$ cat config.mk
export PLATFORM = sky130hd
export DESIGN_NAME = efpga_macc_param
export DESIGN_NICKNAME = d
export VERILOG_FILES = /design/src/rtl/efpga_macc_param.sv
export SDC_FILE = /design/constraint.sdc
export NUM_CORES = 1
export LEC_CHECK = 0
export ABC_AREA = 0
export CORE_MARGIN = 2
export CORE_UTILIZATION = 55
export DETAILED_ROUTE_END_ITERATION = 7
export PLACE_DENSITY_LB_ADDON = 0.15
export SKIP_CTS_REPAIR_TIMING = 1
export SYNTH_ARGS = -nofsm -noshare
export SYNTH_HDL_FRONTEND = slang
export SYNTH_SLANG_ARGS = --single-unit
$ cat constraint.sdc
create_clock -name clk_i -period 7.7 [get_ports clk_i]
set_input_delay 1.54 -clock clk_i [delete_from_list [all_inputs] [get_ports clk_i]]
set_output_delay 1.54 -clock clk_i [all_outputs]
set_load 0.1 [all_outputs]
$ cat src/rtl/efpga_macc_param.sv
// efpga_macc_param: parametrised multiply / multiply-add / multiply-accumulate cell.
// Optional stage I (inputs), stage M (raw product) and stage P (result) registers.
// In MODE 2 the stage-P register doubles as the accumulator. acc_clr/acc_load
// ride along with their beat so they act when that beat's product reaches P.
module efpga_macc_param #(
    parameter int A_WIDTH   = 18,
    parameter int B_WIDTH   = 18,
    parameter int ACC_WIDTH = 40,
    parameter int MODE      = 0,
    parameter int SIGNED    = 1,
    parameter int REG_IN    = 1,
    parameter int PIPE_MULT = 0,
    parameter int REG_OUT   = 1,
    parameter int SATURATE  = 0
) (
    input  logic                 clk_i,
    input  logic                 rst_i,
    input  logic                 ce_i,
    input  logic                 in_valid_i,
    input  logic [A_WIDTH-1:0]   a_i,
    input  logic [B_WIDTH-1:0]   b_i,
    input  logic [ACC_WIDTH-1:0] c_i,
    input  logic                 acc_clr_i,
    input  logic                 acc_load_i,
    output logic [ACC_WIDTH-1:0] y_o,
    output logic                 out_valid_o,
    output logic                 ovf_o
);

    localparam int P_WIDTH = A_WIDTH + B_WIDTH;
    localparam int S_WIDTH = ACC_WIDTH + 1;
    // The accumulator lives in stage P, so MODE 2 always has it.
    localparam bit USE_P   = (MODE == 2) || (REG_OUT != 0);

    if ((ACC_WIDTH < P_WIDTH) || (A_WIDTH < 2) || (A_WIDTH > 27) ||
        (B_WIDTH < 2) || (B_WIDTH > 27) || (MODE < 0) || (MODE > 2)) begin : g_param_check
        $error("efpga_macc_param: illegal parameter combination");
    end

    // Full-width product, extended to the adder width (never overflows).
    function automatic logic [S_WIDTH-1:0] mul_ext(input logic [A_WIDTH-1:0] a,
                                                   input logic [B_WIDTH-1:0] b);
        logic [P_WIDTH-1:0] p;
        logic [S_WIDTH-1:0] r;
        if (SIGNED != 0) begin
            p = P_WIDTH'($signed(a)) * P_WIDTH'($signed(b));
            r = S_WIDTH'($signed(p));
        end else begin
            p = P_WIDTH'(a) * P_WIDTH'(b);
            r = S_WIDTH'(p);
        end
        return r;
    endfunction

    // Extend an accumulator-width value to the adder width.
    function automatic logic [S_WIDTH-1:0] acc_ext(input logic [ACC_WIDTH-1:0] v);
        logic [S_WIDTH-1:0] r;
        if (SIGNED != 0) begin
            r = {v[ACC_WIDTH-1], v};
        end else begin
            r = {1'b0, v};
        end
        return r;
    endfunction

    // Does the exact sum fit back into ACC_WIDTH bits?
    function automatic logic ovf_of(input logic [S_WIDTH-1:0] s);
        logic r;
        if (SIGNED != 0) begin
            r = s[ACC_WIDTH] ^ s[ACC_WIDTH-1];
        end else begin
            r = s[ACC_WIDTH];
        end
        return r;
    endfunction

    // Wrap or clamp the exact sum; bit ACC_WIDTH carries the true sign.
    function automatic logic [ACC_WIDTH-1:0] fit(input logic [S_WIDTH-1:0] s, input logic ov);
        logic [ACC_WIDTH-1:0] r;
        r = s[ACC_WIDTH-1:0];
        if (ov && (SATURATE != 0)) begin
            if (SIGNED != 0) begin
                if (s[ACC_WIDTH]) begin
                    r = {1'b1, {(ACC_WIDTH-1){1'b0}}};
                end else begin
                    r = {1'b0, {(ACC_WIDTH-1){1'b1}}};
                end
            end else begin
                r = {ACC_WIDTH{1'b1}};
            end
        end
        return r;
    endfunction

    // Stage I outputs
    logic [A_WIDTH-1:0]   a_s;
    logic [B_WIDTH-1:0]   b_s;
    logic [ACC_WIDTH-1:0] c_s;
    logic                 clr_s, load_s, valid_s;

    if (REG_IN != 0) begin : g_stage_i
        logic [A_WIDTH-1:0]   a_q;
        logic [B_WIDTH-1:0]   b_q;
        logic [ACC_WIDTH-1:0] c_q;
        logic                 clr_q, load_q, valid_q;
        // Stage I: capture operands and sideband on every enabled cycle
        always_ff @(posedge clk_i or posedge rst_i) begin
            if (rst_i) begin
                a_q     <= {A_WIDTH{1'b0}};
                b_q     <= {B_WIDTH{1'b0}};
                c_q     <= {ACC_WIDTH{1'b0}};
                clr_q   <= 1'b0;
                load_q  <= 1'b0;
                valid_q <= 1'b0;
            end else if (ce_i) begin
                a_q     <= a_i;
                b_q     <= b_i;
                c_q     <= c_i;
                clr_q   <= acc_clr_i;
                load_q  <= acc_load_i;
                valid_q <= in_valid_i;
            end
        end
        assign a_s     = a_q;
        assign b_s     = b_q;
        assign c_s     = c_q;
        assign clr_s   = clr_q;
        assign load_s  = load_q;
        assign valid_s = valid_q;
    end else begin : g_no_stage_i
        assign a_s     = a_i;
        assign b_s     = b_i;
        assign c_s     = c_i;
        assign clr_s   = acc_clr_i;
        assign load_s  = acc_load_i;
        assign valid_s = in_valid_i;
    end

    // Stage M outputs
    logic [S_WIDTH-1:0]   prod_m_s;
    logic [ACC_WIDTH-1:0] c_m_s;
    logic                 clr_m_s, load_m_s, valid_m_s;

    if (PIPE_MULT != 0) begin : g_stage_m
        logic [S_WIDTH-1:0]   prod_q;
        logic [ACC_WIDTH-1:0] c_q;
        logic                 clr_q, load_q, valid_q;
        // Stage M: register the raw product together with its sideband
        always_ff @(posedge clk_i or posedge rst_i) begin
            if (rst_i) begin
                prod_q  <= {S_WIDTH{1'b0}};
                c_q     <= {ACC_WIDTH{1'b0}};
                clr_q   <= 1'b0;
                load_q  <= 1'b0;
                valid_q <= 1'b0;
            end else if (ce_i) begin
                prod_q  <= mul_ext(a_s, b_s);
                c_q     <= c_s;
                clr_q   <= clr_s;
                load_q  <= load_s;
                valid_q <= valid_s;
            end
        end
        assign prod_m_s  = prod_q;
        assign c_m_s     = c_q;
        assign clr_m_s   = clr_q;
        assign load_m_s  = load_q;
        assign valid_m_s = valid_q;
    end else begin : g_no_stage_m
        assign prod_m_s  = mul_ext(a_s, b_s);
        assign c_m_s     = c_s;
        assign clr_m_s   = clr_s;
        assign load_m_s  = load_s;
        assign valid_m_s = valid_s;
    end

    // Stage P state and next-state
    logic [ACC_WIDTH-1:0] acc_q, acc_d;
    logic                 out_valid_q, out_valid_d;
    logic                 ovf_q, ovf_d;
    logic [S_WIDTH-1:0]   base_s, sum_s;
    logic                 sum_ovf_s;
    logic [ACC_WIDTH-1:0] res_s;

    // Pick the addend for the product: nothing, c, or the running accumulator
    always_comb begin
        base_s = {S_WIDTH{1'b0}};
        case (MODE)
            32'sd1: base_s = acc_ext(c_m_s);
            32'sd2: begin
                if (load_m_s) begin
                    base_s = acc_ext(c_m_s);
                end else if (clr_m_s) begin
                    base_s = {S_WIDTH{1'b0}};
                end else begin
                    base_s = acc_ext(acc_q);
                end
            end
            default: base_s = {S_WIDTH{1'b0}};
        endcase
    end

    // Exact sum at ACC_WIDTH+1 bits, overflow detect, then wrap or clamp
    always_comb begin
        sum_s     = base_s + prod_m_s;
        sum_ovf_s = ovf_of(sum_s);
        res_s     = fit(sum_s, sum_ovf_s);
    end

    // Next result, valid tag and sticky flag; MODE 2 only moves on valid beats
    always_comb begin
        acc_d       = acc_q;
        ovf_d       = ovf_q;
        out_valid_d = valid_m_s;
        case (MODE)
            32'sd1: begin
                acc_d = res_s;
                if (valid_m_s) begin
                    ovf_d = ovf_q | sum_ovf_s;
                end else begin
                    ovf_d = ovf_q;
                end
            end
            32'sd2: begin
                if (valid_m_s) begin
                    acc_d = res_s;
                    if (clr_m_s || load_m_s) begin
                        ovf_d = sum_ovf_s;
                    end else begin
                        ovf_d = ovf_q | sum_ovf_s;
                    end
                end else begin
                    acc_d = acc_q;
                    ovf_d = ovf_q;
                end
            end
            default: begin
                acc_d = res_s;
                ovf_d = 1'b0;
            end
        endcase
    end

    // Stage P: result/accumulator, output valid and sticky overflow
    always_ff @(posedge clk_i or posedge rst_i) begin
        if (rst_i) begin
            acc_q       <= {ACC_WIDTH{1'b0}};
            out_valid_q <= 1'b0;
            ovf_q       <= 1'b0;
        end else if (ce_i) begin
            acc_q       <= acc_d;
            out_valid_q <= out_valid_d;
            ovf_q       <= ovf_d;
        end
    end

    // Without stage P the result and flag are presented in the beat's own cycle.
    assign y_o         = USE_P ? acc_q       : res_s;
    assign out_valid_o = USE_P ? out_valid_q : valid_m_s;
    assign ovf_o       = USE_P ? ovf_q       : ovf_d;

endmodule

==> load_flow_metrics.sql <==
INSERT INTO impl_metrics (metric_group, metric, value, unit) VALUES
('outcome', 'result_of_the_run', 'finished clean', ''),
('sta', 'clock.fmax', '0.1457', 'GHz'),
('global_route', 'grtUsageTotal', '26.02', '%'),
('global_route', 'grt_max_degree', '81', ''),
('synthesis', 'synth.ff_latch_count', '74', ''),
('setup_path', 'crit_end', 'y_o[33]', ''),
('global_route', 'grt_antenna_before_repair', '0', ''),
('clock_network', 'cts_inserted_buffers', '9', ''),
('synthesis', 'synth_cells', '1538', ''),
('clock_network', 'clock_path_buffers', '2', ''),
('floorplan', 'chipHeight', '169.3', 'um'),
('setup_path', 'cp_max_fo', '19', ''),
('setup_path', 'timing.reg2reg.worst_path_depth', '16', ''),
('setup_path', 'r2r_slack', '840', 'ps'),
('final_layout', 'final_net_count', '2075', ''),
('synthesis', 'synth_enable_flop_cells', '0', ''),
('placed_design', 'dp_hpwl', '27930', 'um'),
('setup_path', 'worstSetupStartpoint', 'b_s[3]', ''),
('synthesis', 'postSynthAreaPerCell', '9.768', 'um^2'),
('clock_network', 'cts_tree', 'built', ''),
('floorplan', 'die_area', '28650', 'um^2'),
('clock_network', 'clk_pin_slew_worst_paths', '70', 'ps'),
('floorplan', 'num_io_pins', '124', ''),
('sta', 'finalSetupTns', '0', 'ps'),
('setup_path', 'timing.critical_path.arrival', '7050', 'ps'),
('clock_network', 'cts.sinks', '74', ''),
('sta', 'clock_skew', '13.05', 'ps'),
('global_route', 'global_route_wire_length_before_repair', '57370', 'um'),
('synthesis', 'synth_top_family_by_area', 'adder cells', ''),
('routing', 'post_drt_wl_per_cell', '18.02', 'um'),
('synthesis', 'synthesized_area_fraction_occupied_by_and_or_nand_nor_cells', '13.77', '%'),
('setup_path', 'setup.worst_path.end_class', 'register', ''),
('sta', 'worst_slew_slack_as_a_fraction_of_its_limit', '29.22', '%'),
('worst_hold_path', 'worst_min_delay_path_category', 'reg2reg', ''),
('placed_design', 'port-buffer-count', '80', ''),
('synthesis', 'synth_compound_area_share', '4.472', '%'),
('final_layout', 'n_fill_cell', '2306', ''),
('clock_network', 'clockRootBuffer', 'sky130_fd_sc_hd__clkbuf_16', ''),
('setup_path', 'timing.critical_path.from_type', 'register', ''),
('synthesis', 'synthesis.nets', '2042', ''),
('synthesis', 'synth.yosys.warnings', '0', ''),
('synthesis', 'async_flop_share', '100.0', '%'),
('routing', 'drt-initial-drc-count', '416', ''),
('synthesis', 'yosys.area_share.xor_xnor', '1.807', '%'),
('routing', 'avgViaCountPerCell', '5.320', ''),
('routing', 'post-route-drc-count', '0', ''),
('clock_network', 'worst_skew_pair_later_pin_latency', '350', 'ps'),
('setup_path', 'timing.rr.end', 'y_o[33]', ''),
('global_route', 'overflow', '0', ''),
('sta', 'final-max-slew-violation-count', '0', ''),
('sta', 'layout_worst_path_cycle_share', '89.13', '%'),
('routing', 'detail_route.wirelength', '34540', 'um'),
('final_layout', 'post_synthesis_to_final_layout_area_growth', '9.494', '%'),
('synthesis', 'fraction_of_synthesized_area_in_multiplexers', '4.647', '%'),
('global_route', 'grt_pass1_vias', '11290', ''),
('setup_path', 'timing.setup.critical_path_class', 'reg2reg', ''),
('floorplan', 'rows', '60', ''),
('placed_design', 'finalWeightedCongestion', '0.8437', ''),
('job', 'cap_viol_max_count', '0', ''),
('final_layout', 'num_antenna_cells', '0', ''),
('routing', 'dr_total_vias', '10200', ''),
('synthesis', 'register_area_share_after_synthesis', '12.33', '%'),
('synthesis', 'synthDistinctLibCells', '57', ''),
('sta', 'hold_violations_final', '0', ''),
('clock_network', 'h-tree-depth', '3', ''),
('sta', 'unrepaired_setup_endpoints_after_global_routing', 'no', ''),
('floorplan', 'chipWidth', '169.3', 'um'),
('sta', 'final.min_clock_period', '6863', 'ps'),
('sta', 'timing_worst_slew_pin_value', '1062', 'ps'),
('synthesis', 'synth_fa_ha_area_share', '51.59', '%'),
('routing', 'drt.antenna.violating_nets', '0', ''),
('synthesis', 'synth-main-ff-cell', 'sky130_fd_sc_hd__dfrtp_1', ''),
('setup_path', 'reg2reg_from', 'b_s[3]', ''),
('floorplan', 'core_area', '26880', 'um^2'),
('final_layout', 'final_layout_size_suffix_gt1_share', '7.170', '%'),
('floorplan', 'floorplan.initialDensity', '55.90', '%'),
('sta', 'finalSetupViolations', '0', ''),
('routing', 'drt_pre_antenna_iters', '5', ''),
('synthesis', 'synth_cell_area', '15020', 'um^2'),
('setup_path', 'worst_ep_required_time', '7890', 'ps');
## cell type report
type | count | area [um^2] | area share [%]
sequential | 74 | 1852 | 11.26
clock inverter | 6 | 118.9 | 0.7226
clock buffer | 10 | 239.0 | 1.453
timing repair buffer | 101 | 955.9 | 5.811
inverter | 371 | 1394 | 8.473
multi-input combinational | 1014 | 11460 | 69.69
tap | 341 | 426.7 | 2.594
## worst min path at each step
| stage | startpoint | endpoint | slack [ps] | depth (start not counted) |
|---|---|---|---|---|
| finish | y_o[13] | y_o[13] | 500 | 1 |
| global route | y_o[13] | y_o[13] | 510 | 1 |
| CTS | y_o[13] | y_o[13] | 500 | 1 |
| detailed placement | y_o[29] | y_o[29] | 480 | 2 |
| global placement | y_o[13] | y_o[13] | 470 | 1 |
| floorplan | g_stage_i.valid_q | g_stage_i.valid_q | 470 | 1 |
## sequential cells by signal, summed over array words and instances, names as in the netlist
| register | cells |
|---|---|
| y_o | 36 |
| a_s | 18 |
| b_s | 18 |
| g_stage_i.valid_q | 1 |
| out_valid_o | 1 |
## per-layer routing
metal | wire length (um) | vias to the layer above | GRT usage (%)
met5 | 0 | - | 0
met4 | 1531 | 0 | 11.89
met3 | 1227 | 85 | 3.172
met2 | 18570 | 204 | 47.01
met1 | 13210 | 5308 | 31.15
li1 | - | 4601 | -
## per-stage QoR
| stage | utilization (%) | instance area, um^2 | instances | setup slack [ps] | hold slack (ps) |
|---|---|---|---|---|---|
| after global placement | 59.87 | 16090 | 1901 | 846.8 | 465.8 |
| after global routing | 61.21 | 16450 | 1917 | 499.4 | 514.2 |
| after detailed placement | 59.87 | 16090 | 1901 | 798.9 | 478.3 |
| after CTS | 61.21 | 16450 | 1917 | 793.1 | 497.0 |
| final | 61.21 | 16450 | 1917 | 837.0 | 500.1 |
| after floorplan | - | 15020 | 1538 | 1493 | 475.0 |
## cells by family (layout without fill, tap and decap cells)
logic type | after synthesis | count (layout)
XOR/XNOR | 31 | 31
flip-flops | 74 | 74
AND/OR/NAND/NOR | 402 | 402
AO/OA/AOI/OAI | 96 | 96
buffers and inverters | 450 | 488
adder cells (fa/ha/maj) | 422 | 422
multiplexers | 62 | 62
other | 1 | 1
## cells in the final DEF, fill, tap and decap left out, types with 3 or more instances in the layout
| master | count |
|---|---|
| sky130_fd_sc_hd__mux2_2 | 62 |
| sky130_fd_sc_hd__nand2_1 | 169 |
| sky130_fd_sc_hd__nor3_1 | 7 |
| sky130_fd_sc_hd__and2_1 | 162 |
| sky130_fd_sc_hd__nand3_1 | 6 |
| sky130_fd_sc_hd__a211o_1 | 3 |
| sky130_fd_sc_hd__fa_1 | 329 |
| sky130_fd_sc_hd__a21o_1 | 11 |
| sky130_fd_sc_hd__nand4_1 | 5 |
| sky130_fd_sc_hd__xnor2_1 | 25 |
| sky130_fd_sc_hd__buf_4 | 22 |
| sky130_fd_sc_hd__nor2_1 | 17 |
| sky130_fd_sc_hd__inv_1 | 370 |
| sky130_fd_sc_hd__clkdlybuf4s50_1 | 79 |
| sky130_fd_sc_hd__dfrtp_1 | 74 |
| sky130_fd_sc_hd__o21a_1 | 9 |
| sky130_fd_sc_hd__nand2b_1 | 6 |
| sky130_fd_sc_hd__clkbuf_16 | 9 |
| sky130_fd_sc_hd__o21ai_0 | 14 |
| sky130_fd_sc_hd__ha_1 | 93 |
| sky130_fd_sc_hd__a21oi_1 | 26 |
| sky130_fd_sc_hd__o311ai_1 | 3 |
| sky130_fd_sc_hd__xor2_1 | 6 |
| sky130_fd_sc_hd__o211ai_1 | 5 |
| sky130_fd_sc_hd__bufinv_16 | 3 |
| sky130_fd_sc_hd__nor2b_1 | 17 |
## critical path, cell delays in order, from the launching register on
cell and delay (ps):
sky130_fd_sc_hd__dfrtp_1 820, sky130_fd_sc_hd__nand2_1 280, sky130_fd_sc_hd__fa_1 600, sky130_fd_sc_hd__inv_1 160, sky130_fd_sc_hd__fa_1 900, sky130_fd_sc_hd__fa_1 540, sky130_fd_sc_hd__fa_1 570, sky130_fd_sc_hd__fa_1 440
sky130_fd_sc_hd__fa_1 460, sky130_fd_sc_hd__ha_1 370, sky130_fd_sc_hd__a21o_1 180, sky130_fd_sc_hd__a21o_1 160, sky130_fd_sc_hd__a21oi_1 190, sky130_fd_sc_hd__or4b_2 600, sky130_fd_sc_hd__o21ai_1 170, sky130_fd_sc_hd__xor2_1 170
sky130_fd_sc_hd__a21oi_1 80
## Yosys cell counts, types with 2 or more instances
cell | number | area (um^2)
sky130_fd_sc_hd__a211o_1 | 3 | 26.28
sky130_fd_sc_hd__a211oi_1 | 2 | 15.01
sky130_fd_sc_hd__a21o_1 | 11 | 82.58
sky130_fd_sc_hd__a21oi_1 | 26 | 130.1
sky130_fd_sc_hd__a21oi_2 | 2 | 17.52
sky130_fd_sc_hd__a31oi_1 | 2 | 12.51
sky130_fd_sc_hd__and2_1 | 162 | 1013
sky130_fd_sc_hd__and3_1 | 2 | 12.51
sky130_fd_sc_hd__buf_1 | 3 | 11.26
sky130_fd_sc_hd__buf_4 | 5 | 37.54
sky130_fd_sc_hd__clkbuf_1 | 71 | 266.5
sky130_fd_sc_hd__dfrtp_1 | 74 | 1852
sky130_fd_sc_hd__fa_1 | 329 | 6586
sky130_fd_sc_hd__ha_1 | 93 | 1164
sky130_fd_sc_hd__inv_1 | 371 | 1393
sky130_fd_sc_hd__mux2_2 | 62 | 698.2
sky130_fd_sc_hd__nand2_1 | 169 | 634.4
sky130_fd_sc_hd__nand2b_1 | 6 | 37.54
sky130_fd_sc_hd__nand3_1 | 6 | 30.03
sky130_fd_sc_hd__nand4_1 | 5 | 31.28
sky130_fd_sc_hd__nor2_1 | 17 | 63.81
sky130_fd_sc_hd__nor2b_1 | 17 | 106.4
sky130_fd_sc_hd__nor3_1 | 7 | 35.03
sky130_fd_sc_hd__o211ai_1 | 5 | 37.54
sky130_fd_sc_hd__o21a_1 | 9 | 67.56
sky130_fd_sc_hd__o21ai_0 | 14 | 70.07
sky130_fd_sc_hd__o21ai_1 | 2 | 10.01
sky130_fd_sc_hd__o311ai_1 | 3 | 26.28
sky130_fd_sc_hd__or2_1 | 2 | 12.51
sky130_fd_sc_hd__or3_1 | 2 | 12.51
sky130_fd_sc_hd__xnor2_1 | 25 | 219.0
sky130_fd_sc_hd__xor2_1 | 6 | 52.55
Power is left out: the tool's default activity adds up to more than one toggle a clock period on the data nets, which glitch-free logic cannot reach.
